--- src/rtl/serial_adder.sv ---
`default_nettype none
// ============================================================================
// Module   : serial_adder
// Purpose  : Bit-serial WIDTH-bit adder with a start/done handshake.
//            It resolves one bit per clock, LSB first.
// Revision : 1.0  initial release
// ============================================================================
module serial_adder #(
    parameter int WIDTH = 8
) (
    input  logic             clk,
    input  logic             rst,
    input  logic             start,
    input  logic [WIDTH-1:0] a,
    input  logic [WIDTH-1:0] b,
    input  logic             cin,
    output logic             busy,
    output logic             done,
    output logic [WIDTH-1:0] sum,
    output logic             cout
);

    localparam int CNT_W = (WIDTH > 1) ? $clog2(WIDTH) : 1;
    localparam int RES_W = (WIDTH > 1) ? WIDTH - 1 : 1;
    localparam logic [CNT_W-1:0] c_LAST_BIT = CNT_W'(WIDTH - 1);

    typedef enum logic [1:0] {
        S_IDLE = 2'd0,
        S_RUN  = 2'd1,
        S_DONE = 2'd2
    } state_t;

    state_t           r_state;
    logic [WIDTH-1:0] r_a_sr;
    logic [WIDTH-1:0] r_b_sr;
    logic [RES_W-1:0] r_res;
    logic             r_carry;
    logic [CNT_W-1:0] r_cnt;

    logic             w_s;
    logic             w_carry_next;
    logic [WIDTH-1:0] w_r_next;
    logic [RES_W-1:0] w_res_next;

    assign w_s          = r_a_sr[0] ^ r_b_sr[0] ^ r_carry;
    assign w_carry_next = (r_a_sr[0] & r_b_sr[0]) | (r_carry & (r_a_sr[0] ^ r_b_sr[0]));

    // The result register keeps only the upper WIDTH-1 bits; the lowest bit
    // would be shifted out unused on the completion edge.
    generate
        if (WIDTH == 1) begin : g_single_bit
            assign w_r_next   = w_s;
            assign w_res_next = r_res;
        end else begin : g_multi_bit
            assign w_r_next   = {w_s, r_res};
            assign w_res_next = w_r_next[WIDTH-1:1];
        end
    endgenerate

    always_ff @(posedge clk or posedge rst) begin
        if (rst) begin
            r_state <= S_IDLE;
            busy    <= 1'b0;
            done    <= 1'b0;
            sum     <= '0;
            cout    <= 1'b0;
            r_a_sr  <= '0;
            r_b_sr  <= '0;
            r_res   <= '0;
            r_carry <= 1'b0;
            r_cnt   <= '0;
        end else begin
            case (r_state)
                S_IDLE: begin
                    busy <= 1'b0;
                    done <= 1'b0;
                    if (start) begin
                        r_a_sr  <= a;
                        r_b_sr  <= b;
                        r_carry <= cin;
                        r_cnt   <= '0;
                        busy    <= 1'b1;
                        r_state <= S_RUN;
                    end
                end
                S_RUN: begin
                    r_carry <= w_carry_next;
                    r_a_sr  <= r_a_sr >> 1;
                    r_b_sr  <= r_b_sr >> 1;
                    r_res   <= w_res_next;
                    r_cnt   <= r_cnt + CNT_W'(1);
                    if (r_cnt == c_LAST_BIT) begin
                        sum     <= w_r_next;
                        cout    <= w_carry_next;
                        busy    <= 1'b0;
                        done    <= 1'b1;
                        r_state <= S_DONE;
                    end
                end
                S_DONE: begin
                    done <= 1'b0;
                    // A start presented during the done cycle chains straight into RUN.
                    if (start) begin
                        r_a_sr  <= a;
                        r_b_sr  <= b;
                        r_carry <= cin;
                        r_cnt   <= '0;
                        busy    <= 1'b1;
                        r_state <= S_RUN;
                    end else begin
                        r_state <= S_IDLE;
                    end
                end
                default: begin
                    busy    <= 1'b0;
                    done    <= 1'b0;
                    r_state <= S_IDLE;
                end
            endcase
        end
    end

endmodule
`default_nettype wire

--- config.mk ---
export PLATFORM = sky130hd
export DESIGN_NAME = serial_adder
export DESIGN_NICKNAME = d
export VERILOG_FILES = /design/src/rtl/serial_adder.sv
export SDC_FILE = /design/constraint.sdc
export NUM_CORES = 1
export LEC_CHECK = 0
export ABC_AREA = 1
export CELL_PAD_IN_SITES_DETAIL_PLACEMENT = 1
export CELL_PAD_IN_SITES_GLOBAL_PLACEMENT = 1
export CORE_AREA = 5 5 78 80
export DETAILED_ROUTE_END_ITERATION = 16
export DIE_AREA = 0 0 83 85
export GPL_TIMING_DRIVEN = 0
export HOLD_SLACK_MARGIN = 0.15
export PLACE_DENSITY_LB_ADDON = 0.1
export SYNTH_ARGS = -nofsm -noshare
export SYNTH_HDL_FRONTEND = slang
export SYNTH_SLANG_ARGS = --single-unit
--- constraint.sdc ---
create_clock -name clk -period 3.9 [get_ports clk]
set_input_delay 0.78 -clock clk [delete_from_list [all_inputs] [get_ports clk]]
set_output_delay 0.78 -clock clk [all_outputs]
set_load 0.05 [all_outputs]
==> metrics <==
site row count=27; average cell area after synthesis=8.388 um2; Num CTS Buffers=5; share of layout cells above drive strength 1=9.962%; clk_skew=7.341 ps; status=finished, final reports clean; flops & latches, synth=40; first-pass GRT wire length=7.624 mm; post-route antenna net violation count=0; CP required=3120 ps; drt wl/cell=12.86 um; synthesis-to-layout area growth=25.82%; Power per Cell Area=851.0 nW/um2; CP Launch Type=flip-flop; critical path peak fanout=2; Post-CTS Setup Inserts=0; r2r worst-path depth=5; Ys Warns=0; drc violations=0; # IOs=31; max-cap check violation count=0; Synth Cell Area=1871 um2; GR Overflow Total=0; slowest stage cell, crit path=clkdlybuf4s50_1; Worst path depth=1; largest net degree at the start of global routing=41; n_diodes=0; cell area after layout=2354 um2; critical setup path kind=reg2out; CP endpoint kind=output pin; worst skew pair latency=290 ps; pre-CTS setup slack=1966 ps; Post-Syn Instances=223; Initial Util=35.04%; Final nets=283; CTS max path bufs=2; crit-path cells=clkdlybuf4s50_1; leakage=0.001244 uW; Cell Area, Placed=2261 um2; setup_tns=0 ps; Post-Layout Cell Count=333; Fillers=683; Hold Path Depth=2; Hold Fails Final Rpt=0; largest area contributor in the netlist=dfrtp_1; sequential area share after synthesis=53.51%; clock root buffer=clkbuf_8; DPL Wire Length=3.050 mm; worst rel slew slack=44.08%; RSZ-0062 raised after global routing=no; H-tree levels=2; initial antenna violation count=0; Slew @ Worst Pin=837.6 ps; Reg clk slew, reported paths=80 ps; Crit path max-delay family=buffers and inverters; minimum clock period=2254 ps; Cell variety after synth=19; clk sinks=40; Hold Path Class=reg2reg; CTS-repair resized insts=0; Total Die Area=7055 um2; Hold-fix buffers, CTS=0; Routed WL=4.283 mm; routed via count=1505; fmax=443.7 MHz; CTS tree=yes; Die H=85 um; post-synthesis net count=246; routability cong.=0.7057; port bufs=30; core area=5338 um2; die width=83 um; synth top area cells=dfrtp_1 54%, nand2_1 26%, nand3_1 5.4%; period utilization=57.78%; CP max stage delay=810 ps; Initial DRC Count=61; Post-Place Cells=325; final worst setup slack=1646 ps; final setup vio count=0; drt first pass iters=4; vias in the first global route=1602; arrival time of the worst setup path=1470 ps; vias per inst=4.520; reg-to-reg slack, setup=2560 ps; global-route usage over all layers=13.21%; worst path bufs/invs=1; count of pins over their slew limit=0; top cell type's share of synthesized area=53.51%; IR drop worst, VDD=0.2544 mV
-- synth_stat cells --
cell type	n
nand2_1	129
nor2_4	1
nand2_4	3
a21oi_1	2
inv_6	1
buf_8	1
buf_6	3
inv_1	4
o21ai_0	3
dfrtp_1	40
nor2_8	1
ha_1	2
nor2_1	5
nand3_1	20
inv_2	1
buf_2	1
buf_12	1
fa_1	1
buf_4	4
-- cell type report --
class | instances | area, um2 | area share, %
clock inverter | 2 | 10.01 | 0.4253
sequential | 40 | 1001 | 42.53
clock buffer | 6 | 82.58 | 3.509
multi-input combinational | 167 | 738.2 | 31.37
inverter | 6 | 27.53 | 1.170
buffer | 10 | 103.9 | 4.413
timing repair buffer | 30 | 300.3 | 12.76
tap | 72 | 90.09 | 3.828
-- routing by layer --
metal	part of all wire, %	wire (um)	global-route usage [%]	up-vias
met5	0	0	0	-
met4	0.72	31	2.675	0
met3	4.9	208	4.175	5
met2	48	2077	22.38	29
met1	46	1966	16.69	713
li1	-	-	-	758
-- worst paths after layout --
path	end	startpoint
max reg2reg	busy	r_cnt[0]
min	sum[3]	sum[3]
max	busy	busy
min reg2reg	sum[3]	sum[3]
max in group asynchronous	done	rst
min in group asynchronous	r_b_sr[1]	rst
-- cells by family (layout without fill, tap and decap cells) --
| group | Yosys count | count (layout) | share of synthesized area [%] |
|---|---|---|---|
| AOI/OAI and AO/OA | 5 | 5 | 1.338 |
| adders and majority gates | 3 | 3 | 2.408 |
| buffers and inverters | 16 | 54 | 7.023 |
| DFF | 40 | 40 | 53.51 |
| and+or+nand+nor | 159 | 159 | 35.72 |
-- where the power goes --
part	switching, uW	internal [uW]	total [uW]
registers	105	595	700
logic	636	382	1020
clock network	143	141	284
-- flip-flops by register name (all words and copies together) (netlist names), 2 cells and up --
register  flops
r_res         7
r_b_sr        8
r_cnt         3
r_a_sr        8
sum           8
r_state       2
-- per-stage QoR --
stage	hold slack [ps]	util (%)	power (uW)
after floorplan	442.2	-	1446
after global placement	452.9	42.36	1717
after detailed placement	463.7	42.36	1743
after CTS	483.7	44.09	2043
after global routing	501.6	44.09	2192
final	475.7	44.09	2003
-- layout by cell type (no fill, tap or decap), types with 4 or more instances in the layout --
cell type,instances
nor2_1,5
dfrtp_1,40
nand2_1,129
clkdlybuf4s50_1,30
buf_4,4
clkbuf_8,6
nand3_1,20
Note: power is estimated with default switching activity, not from simulation.
